## config.mk

```make
export PLATFORM = sky130hd
export DESIGN_NAME = exc_commit_seq
export DESIGN_NICKNAME = d
export VERILOG_FILES = /design/src/rtl/exc_commit_seq.sv
export SDC_FILE = /design/constraint.sdc
export NUM_CORES = 1
export LEC_CHECK = 0
export CAP_MARGIN = 20
export CORE_MARGIN = 5
export CORE_UTILIZATION = 40
export DETAILED_ROUTE_END_ITERATION = 7
export GPL_ROUTABILITY_DRIVEN = 0
export HOLD_SLACK_MARGIN = 0.1
export MAX_ROUTING_LAYER = met4
export PLACE_DENSITY = 0.68
export SETUP_SLACK_MARGIN = 0.02
export SYNTH_ARGS = -nofsm -noshare
export SYNTH_HDL_FRONTEND = slang
export SYNTH_SLANG_ARGS = --single-unit
```

## constraint.sdc

```tcl
create_clock -name clk -period 2.9 [get_ports clk]
set_input_delay 0.29 -clock clk [delete_from_list [all_inputs] [get_ports clk]]
set_output_delay 0.29 -clock clk [all_outputs]
set_load 0.005 [all_outputs]
```

## src/rtl/exc_commit_seq.sv

```systemverilog
// exc_commit_seq: commit-side exception / ERET sequencer.
// Accepts one exception or ERET from in-order commit and applies the
// architectural CP0 updates one register per cycle through CP0's exception
// write port. It then issues a one-cycle flush plus a redirect to fetch.
// Every output is registered. The output values for a state are computed on
// the same edge that enters that state, so they are visible for exactly that
// state's cycle.
module exc_commit_seq #(
    parameter logic [31:0] BEV_BASE   = 32'hBFC00200,
    parameter logic [31:0] GEN_OFFSET = 32'h00000180
) (
    input  logic        clk,
    input  logic        rst,
    input  logic        exc_valid,
    input  logic [4:0]  exc_code,
    input  logic [31:0] exc_pc,
    input  logic        exc_bd,
    input  logic        exc_has_badva,
    input  logic [31:0] exc_badva,
    input  logic        eret_valid,
    output logic        req_ready,
    input  logic [31:0] cp0_status,
    input  logic [31:0] cp0_cause,
    input  logic [31:0] cp0_epc,
    input  logic [31:0] cp0_ebase,
    input  logic [31:0] cp0_errorepc,
    output logic        cp0_we,
    output logic [4:0]  cp0_addr,
    output logic [2:0]  cp0_sel,
    output logic [31:0] cp0_wdata,
    output logic        flush,
    output logic        redirect_valid,
    output logic [31:0] redirect_pc,
    output logic        busy
);

    typedef enum logic [2:0] {
        S_IDLE     = 3'd0,
        S_W_BADVA  = 3'd1,
        S_W_EPC    = 3'd2,
        S_W_CAUSE  = 3'd3,
        S_W_STATUS = 3'd4,
        S_E_STATUS = 3'd5,
        S_REDIR    = 3'd6
    } state_t;

    localparam logic [4:0] ADDR_BADVA  = 5'd8;
    localparam logic [4:0] ADDR_STATUS = 5'd12;
    localparam logic [4:0] ADDR_CAUSE  = 5'd13;
    localparam logic [4:0] ADDR_EPC    = 5'd14;

    // EPC points at the branch when the faulting instruction sits in its delay slot.
    function automatic logic [31:0] epc_value(input logic [31:0] pc, input logic bd);
        logic [31:0] r;
        if (bd) begin
            r = pc - 32'd4;
        end else begin
            r = pc;
        end
        return r;
    endfunction

    // New Cause: ExcCode replaced; BD only updated on a first-level exception.
    function automatic logic [31:0] cause_value(input logic [31:0] cause, input logic [4:0] code,
                                                input logic bd, input logic exl);
        logic [31:0] r;
        r      = cause;
        r[6:2] = code;
        if (exl) begin
            r[31] = cause[31];
        end else begin
            r[31] = bd;
        end
        return r;
    endfunction

    // General-exception vector; low 12 bits of EBase are not part of the base.
    function automatic logic [31:0] exc_vector(input logic [31:0] status, input logic [31:0] ebase);
        logic [31:0] base;
        if (status[22]) begin
            base = BEV_BASE;
        end else begin
            base = ebase & 32'hFFFFF000;
        end
        return base + GEN_OFFSET;
    endfunction

    // ERET returns from the error level first (ERL), otherwise from EXL.
    function automatic logic [31:0] eret_status(input logic [31:0] status);
        logic [31:0] r;
        r = status;
        if (status[2]) begin
            r[2] = 1'b0;
        end else begin
            r[1] = 1'b0;
        end
        return r;
    endfunction

    state_t      state_q, state_d;
    logic        we_q, we_d;
    logic [4:0]  addr_q, addr_d;
    logic [31:0] wdata_q, wdata_d;
    logic        flush_q, flush_d;
    logic        rv_q, rv_d;
    logic [31:0] rpc_q, rpc_d;
    logic        ready_q, ready_d;
    logic        busy_q, busy_d;

    logic [4:0]  s_code_q, s_code_d;
    logic [31:0] s_pc_q, s_pc_d;
    logic        s_bd_q, s_bd_d;
    logic [31:0] s_status_q, s_status_d;
    logic [31:0] s_cause_q, s_cause_d;
    logic [31:0] s_ebase_q, s_ebase_d;
    logic [31:0] s_epc_q, s_epc_d;
    logic [31:0] s_errorepc_q, s_errorepc_d;

    // Next-state, next-output and snapshot capture logic.
    always_comb begin
        state_d      = state_q;
        we_d         = 1'b0;
        addr_d       = 5'd0;
        wdata_d      = 32'd0;
        flush_d      = 1'b0;
        rv_d         = 1'b0;
        rpc_d        = 32'd0;
        ready_d      = 1'b0;
        s_code_d     = s_code_q;
        s_pc_d       = s_pc_q;
        s_bd_d       = s_bd_q;
        s_status_d   = s_status_q;
        s_cause_d    = s_cause_q;
        s_ebase_d    = s_ebase_q;
        s_epc_d      = s_epc_q;
        s_errorepc_d = s_errorepc_q;

        case (state_q)
            S_IDLE: begin
                if (exc_valid) begin
                    s_code_d   = exc_code;
                    s_pc_d     = exc_pc;
                    s_bd_d     = exc_bd;
                    s_status_d = cp0_status;
                    s_cause_d  = cp0_cause;
                    s_ebase_d  = cp0_ebase;
                    if (exc_has_badva) begin
                        state_d = S_W_BADVA;
                        we_d    = 1'b1;
                        addr_d  = ADDR_BADVA;
                        wdata_d = exc_badva;
                    end else begin
                        // EPC is preserved when already at exception level.
                        state_d = S_W_EPC;
                        we_d    = ~cp0_status[1];
                        addr_d  = ADDR_EPC;
                        wdata_d = epc_value(exc_pc, exc_bd);
                    end
                end else if (eret_valid) begin
                    s_status_d   = cp0_status;
                    s_epc_d      = cp0_epc;
                    s_errorepc_d = cp0_errorepc;
                    state_d      = S_E_STATUS;
                    we_d         = 1'b1;
                    addr_d       = ADDR_STATUS;
                    wdata_d      = eret_status(cp0_status);
                end else begin
                    ready_d = 1'b1;
                end
            end
            S_W_BADVA: begin
                state_d = S_W_EPC;
                we_d    = ~s_status_q[1];
                addr_d  = ADDR_EPC;
                wdata_d = epc_value(s_pc_q, s_bd_q);
            end
            S_W_EPC: begin
                state_d = S_W_CAUSE;
                we_d    = 1'b1;
                addr_d  = ADDR_CAUSE;
                wdata_d = cause_value(s_cause_q, s_code_q, s_bd_q, s_status_q[1]);
            end
            S_W_CAUSE: begin
                state_d = S_W_STATUS;
                we_d    = 1'b1;
                addr_d  = ADDR_STATUS;
                wdata_d = s_status_q | 32'h00000002;
            end
            S_W_STATUS: begin
                state_d = S_REDIR;
                flush_d = 1'b1;
                rv_d    = 1'b1;
                rpc_d   = exc_vector(s_status_q, s_ebase_q);
            end
            S_E_STATUS: begin
                state_d = S_REDIR;
                flush_d = 1'b1;
                rv_d    = 1'b1;
                if (s_status_q[2]) begin
                    rpc_d = s_errorepc_q;
                end else begin
                    rpc_d = s_epc_q;
                end
            end
            S_REDIR: begin
                state_d = S_IDLE;
                ready_d = 1'b1;
            end
            default: begin
                state_d = S_IDLE;
                ready_d = 1'b1;
            end
        endcase

        busy_d = ~ready_d;
    end

    // State, registered outputs and snapshot registers; reset returns to IDLE.
    always_ff @(posedge clk or negedge rst) begin
        if (!rst) begin
            state_q      <= S_IDLE;
            we_q         <= 1'b0;
            addr_q       <= 5'd0;
            wdata_q      <= 32'd0;
            flush_q      <= 1'b0;
            rv_q         <= 1'b0;
            rpc_q        <= 32'd0;
            ready_q      <= 1'b1;
            busy_q       <= 1'b0;
            s_code_q     <= 5'd0;
            s_pc_q       <= 32'd0;
            s_bd_q       <= 1'b0;
            s_status_q   <= 32'd0;
            s_cause_q    <= 32'd0;
            s_ebase_q    <= 32'd0;
            s_epc_q      <= 32'd0;
            s_errorepc_q <= 32'd0;
        end else begin
            state_q      <= state_d;
            we_q         <= we_d;
            addr_q       <= addr_d;
            wdata_q      <= wdata_d;
            flush_q      <= flush_d;
            rv_q         <= rv_d;
            rpc_q        <= rpc_d;
            ready_q      <= ready_d;
            busy_q       <= busy_d;
            s_code_q     <= s_code_d;
            s_pc_q       <= s_pc_d;
            s_bd_q       <= s_bd_d;
            s_status_q   <= s_status_d;
            s_cause_q    <= s_cause_d;
            s_ebase_q    <= s_ebase_d;
            s_epc_q      <= s_epc_d;
            s_errorepc_q <= s_errorepc_d;
        end
    end

    assign cp0_we         = we_q;
    assign cp0_addr       = addr_q;
    assign cp0_sel        = 3'b000;
    assign cp0_wdata      = wdata_q;
    assign flush          = flush_q;
    assign redirect_valid = rv_q;
    assign redirect_pc    = rpc_q;
    assign req_ready      = ready_q;
    assign busy           = busy_q;

endmodule

```

==> reports/results.ini, run 1 <==
[final_layout]
drive_gt1_frac=0.152
final_cell_area_mm2=0.0163
final_nets=1669
syn2layout_area_growth_pct=38.8
final_util=0.567

[routing]
drt_wl_total_um=37900
initialDrtViolationCount=830
detail_route.first_pass.iterations=6
postRouteAntennaNets=0
wl_per_cell_um=20.5
viasPerCell=5.27
vias=9756
drc=0

[timing]
setup_viol=0
worst_pin_slew_ps=771
setup_tns_ps=0
post-route-min-period_ps=2470
rsz0062_at_grt=false
report.final.slew_viol_count=0
skew_ps=8.65
timing.fmax_mhz=404
relSlewSlack=0.482
hold_viol=0
finalCritPeriodShare=0.853
hold-worst-slack_ps=259

[clock_tree]
cts_buffer_depth=3
cts-root-buf=clkbuf_16
clock_latency_ps=540
path_clk_slew_ps=60
cts_hold_buf=1
htreeDepth=1
cts_setup_buffers=0
cts_tree=built
cts_buffers=29
cts-resized-gates=0
clock_sinks=256

[run_status]
status=complete, no violations

[setup_path]
endpoint_kind=register
worstPathRequired_ps=3290
crit_slowest_cell=or4_1
critical_path_peak_fanout=6
crit_path_max_incr_delay_ps=580
worst_ep_arrival_time_ps=2870
crit_buf_inv=0
worst_setup_path_start_kind=register
path_common_cell=or4_1
crit_type=reg -> reg
path_delay_family=simple AND/OR/NAND/NOR gates
crit_path_cell_trace=or3_1 > or4_1 > or4_1 > xor2_1 > o211ai_2

[pwr]
p_per_area_mw_per_mm2=954
total_leakage_power_nw=7.13
ir_worst_vdd_mv=0.489

[worst_hold_path]
hold_class=in -> async

[global_routing]
overflow=0
grt_antenna_before_repair=10
grt_pass1_wl_um=58700
grt_max_degree=94
grt_util_all_layers=0.229
grt_pass1_vias=10200

[synthesis]
syn_area_mm2=0.0118
avgSynthCellArea_um2=10.4
synth.top_cell.area_share=0.542
synth_seq_area_share=0.544
synth_edf_count=0
netlist_instances=1130
yosys_most_used_dff=dfrtp_1
synth-async-reset-ratio=1.00
synth_area_leader_cell=dfrtp_1
yosys.cell_types.count=62
yosys_warnings=0
synthTopCellsByArea=dfrtp_1 (54%), mux2_2 (9.4%), nand2_1 (9.1%), mux2i_1 (4.1%), clkbuf_1 (2.1%)
synth_seq_cells=256

[die]
ios=312
row_count=62
die-area_mm2=0.0330
start_util=0.408
die_y_um=182
die_w_um=182
core_mm2=0.0289

[placement]
portBuffers=290
postPlaceCellArea_mm2=0.0154
dp_hpwl_um=27400

[flow_run]
cap_violations=0

## worst reg2reg max path, stage by stage, from the launching register on
cell and delay (ps):
dfrtp_1 430, or3_1 450, or4_1 580, or4_1 550, xor2_1 220, o211ai_2 90
## sequential cells by signal, summed over array words and instances, names as in the netlist, 3 cells and up
signal        count
cp0_addr          4
cp0_wdata        32
redirect_pc      32
s_cause_q        27
s_code_q          5
s_ebase_q        20
s_epc_q          32
s_errorepc_q     32
s_pc_q           32
s_status_q       32
state_q           3
## layout by cell type, fill, tap and decap left out, types with 11 or more instances in the layout
cell	count
nand2_1	286
diode_2	11
xor2_1	18
nor4_1	15
inv_1	11
o221ai_1	25
nor2_1	47
a211oi_1	11
buf_4	54
a222oi_1	21
clkbuf_16	29
o21ai_0	22
dfrtp_1	253
clkdlybuf4s50_1	289
a21oi_1	16
mux2_2	98
mux2i_1	48
nor3_1	39
xnor2_1	26
## per-stage QoR
stage          power [W]  setup WS [ps]  cells
2_1_floorplan    0.00939            518   1133
3_3_place_gp      0.0119            291   1784
3_5_place_dp      0.0120            286   1784
4_1_cts           0.0157            431   1839
5_1_grt           0.0166            310   1849
6_report          0.0156            427   1850
## area by class of cell
class	instances	area [um^2]
Antenna cell	11	27.5
Clock buffer	41	831
Clock inverter	13	119
Fill cell	2537	12500
Inverter	12	45.0
Multi-Input combinational cell	784	5030
Sequential cell	256	6410
Tap cell	384	480
Timing Repair Buffer	349	3400
## synthesized netlist by cell type (2+ instances only)
library cell	instances
nor2_1	48
o221ai_1	25
a22oi_1	3
nand2b_1	4
a21boi_1	2
nor2b_1	3
xor2_1	18
mux2i_1	48
a21oi_1	16
o21ai_0	22
inv_1	11
xnor2_1	26
o31a_1	5
dfrtp_1	255
nor3_1	39
a222oi_1	21
mux2_1	2
o31ai_1	2
nor4_1	16
nand4b_1	2
nand4_1	8
nand2_1	287
a211oi_1	11
buf_4	5
a31oi_1	2
clkbuf_1	67
o21ai_1	9
or4_1	5
o211ai_1	3
buf_1	8
or2_2	4
mux2_2	98
ha_1	2
a221oi_1	6
or3_1	10
nand3_1	8
o21a_1	4
## path summary, 6_finish.rpt
path	startpoint	to	slack, ps	cells after the start
max in group asynchronous	rst	s_status_q[2]	1800	3
hold reg to reg	s_cause_q[31]	s_cause_q[31]	470	2
min in group clk	cp0_cause[30]	s_cause_q[30]	270	3
hold / removal	rst	s_epc_q[19]	260	2
setup reg to reg	s_pc_q[6]	cp0_wdata[30]	430	5
setup / recovery	s_pc_q[6]	cp0_wdata[30]	430	5
## kinds of logic (layout without fill, tap and decap cells)
kind of cell,count (synthesis),after routing,share of synthesized area
buffers and inverters,93,415,0.0313
AND/OR/NAND/NOR,445,445,0.164
multiplexers,148,148,0.136
adder cells (fa/ha/maj),2,2,0.00212
flip-flops,256,256,0.544
XOR/XNOR,44,44,0.0327
AO/OA/AOI/OAI,141,141,0.0891
other,1,15,0.000318
## metal layers
layer / part of all wire / vias up / routed length [um] / track usage
li1: - / 4576 / - / -
met1: 0.43 / 4735 / 16200 / 0.300
met2: 0.46 / 389 / 17300 / 0.357
met3: 0.087 / 56 / 3310 / 0.0552
met4: 0.027 / 0 / 1020 / 0.0627
met5: 0 / - / 0 / -
## where the power goes
group	total, W	switching, W	internal (W)
clock	0.00362	0.00145	0.00216
sequential	0.00621	0.00102	0.00518
combinational	0.00577	0.00283	0.00294
(Power assumes the default switching activity.)
==> run 2, diff against run 1 <==
MAX_ROUTING_LAYER = unset   (was met4)
==> run 2 against run 1 <==
- fmax hardly changed
- total power hardly changed
- count of clock-buffer cells in the layout stayed put
- global-route usage is 0.65 points lower
- worst setup slack better by 1.1 ps
- critical path depth stayed put
- critical path type unchanged
- critical endpoint unchanged
==> reports/results.ini, run 2 (same netlist as run 1, synthesis figures left out) <==
[timing]
relSlewSlack=0.475  ; was 0.482
hold_viol=0  ; unchanged
post-route-min-period_ps=2470  ; about the same
skew_ps=7.76  ; was 8.65 ps
report.final.slew_viol_count=0  ; unchanged
worst_pin_slew_ps=781  ; was 771 ps
finalCritPeriodShare=0.852  ; was 0.853
timing.fmax_mhz=405  ; was 404 MHz
setup_viol=0  ; unchanged
rsz0062_at_grt=false  ; unchanged
setup_tns_ps=0  ; unchanged

[die]
die-area_mm2=0.0330  ; unchanged
die_w_um=182  ; unchanged
start_util=0.408  ; unchanged
die_y_um=182  ; unchanged
row_count=62  ; unchanged
ios=312  ; unchanged
core_mm2=0.0289  ; unchanged

[clock_tree]
clock_sinks=256  ; unchanged
cts-resized-gates=0  ; unchanged
clock_latency_ps=540  ; about the same
path_clk_slew_ps=60  ; about the same
htreeDepth=1  ; unchanged
cts_tree=built  ; unchanged
cts_hold_buf=1  ; unchanged
cts_buffers=29  ; unchanged
cts_buffer_depth=3  ; unchanged
cts-root-buf=clkbuf_16  ; unchanged
cts_setup_buffers=0  ; unchanged

[routing]
vias=9827  ; was 9,756
viasPerCell=5.33  ; was 5.27
postRouteAntennaNets=0  ; unchanged
drt_wl_total_um=37800  ; was 37,900 um
detail_route.first_pass.iterations=8  ; was 6
initialDrtViolationCount=739  ; was 830
wl_per_cell_um=20.5  ; about the same
drc=0  ; unchanged

[global_routing]
overflow=0  ; unchanged
grt_util_all_layers=0.222  ; was 0.229
grt_max_degree=94  ; unchanged
grt_antenna_before_repair=11  ; was 10
grt_pass1_wl_um=58800  ; was 58,700 um
grt_pass1_vias=10200  ; about the same

[setup_path]
worst_setup_path_start_kind=register  ; unchanged
path_delay_family=simple AND/OR/NAND/NOR gates  ; unchanged
crit_type=reg -> reg  ; unchanged
worstPathRequired_ps=3290  ; about the same
endpoint_kind=register  ; unchanged
crit_path_max_incr_delay_ps=580  ; about the same
worst_ep_arrival_time_ps=2860  ; was 2870 ps
crit_slowest_cell=or4_1  ; unchanged
crit_path_cell_trace=or3_1 > or4_1 > or4_1 > xor2_1 > o211ai_2  ; unchanged
critical_path_peak_fanout=6  ; unchanged
crit_buf_inv=0  ; unchanged
path_common_cell=or4_1  ; unchanged

[run_status]
status=complete, no violations  ; unchanged

[placement]
dp_cells=1784  ; unchanged
dp_hpwl_um=27400  ; unchanged
portBuffers=290  ; unchanged

[final_layout]
fill_cells=2536  ; was 2,537
final_nets=1669  ; unchanged
final_common_cell=clkdlybuf4s50_1  ; unchanged
final_cell_mix=clkdlybuf4s50_1 (289), nand2_1 (286), dfrtp_1 (253), mux2_2 (98), buf_4 (54)  ; unchanged
drive_gt1_frac=0.152  ; unchanged
syn2layout_area_growth_pct=38.6  ; was 38.8%
stdcell_count=1842  ; was 1,850

[pwr]
total_leakage_power_nw=7.13  ; about the same
ir_worst_vdd_mv=0.498  ; was 0.489 mV
p_per_area_mw_per_mm2=954  ; about the same

[flow_run]
cap_violations=0  ; unchanged

[worst_hold_path]
hold_class=in -> async  ; unchanged

-- run 2: cell types whose count changed in the layout (fill, tap and decap cells not counted), sizes merged --
cell | previous run | this run
diode | 11 | 3
-- run 2: final cells by class --
class                      instances  area (um^2)  share of cell area
tap                              384          480              0.0294
multi-input combinational        784         5030               0.308
timing repair buffer             349         3400               0.208
clock inverter                    13          119             0.00728
inverter                          12         45.0             0.00276
sequential                       256         6410               0.393
clock buffer                      41          831              0.0509
antenna                            3         7.51            0.000460
-- run 2: path summary, 6_finish.rpt --
kind	start	end	slack, ps	cells after the start
setup / recovery	s_pc_q[6]	cp0_wdata[30]	430	5
hold / removal	rst	s_epc_q[19]	260	2
setup reg to reg	s_pc_q[6]	cp0_wdata[30]	430	5
hold reg to reg	s_ebase_q[15]	s_ebase_q[15]	470	2
max in group asynchronous	rst	s_errorepc_q[25]	1780	3
min in group clk	cp0_cause[30]	s_cause_q[30]	270	3
-- run 2: report_power, final --
group / switching (W) / internal [W]
Sequential: 0.00102 / 0.00518
Clock: 0.00145 / 0.00216
Combinational: 0.00282 / 0.00294
-- run 2: per-stage QoR --
step | cell area [um^2] | hold slack, ps | power, W | utilization | setup WS (ps)
CTS | 16300 | 251 | 0.0157 | 0.566 | 431
global route | 16300 | 274 | 0.0166 | 0.566 | 323
floorplan | 11800 | -5.59 | 0.00939 | - | 518
finish | 16300 | 259 | 0.0156 | 0.566 | 428
global placement | 15400 | 241 | 0.0119 | 0.532 | 291
detailed placement | 15400 | 239 | 0.0120 | 0.532 | 286
-- run 2: per-layer routing --
layer,GRT usage,wire (um)
met2,0.357,17400
met3,0.0558,3220
met1,0.300,16000
met5,0,108
met4,0.0627,1100
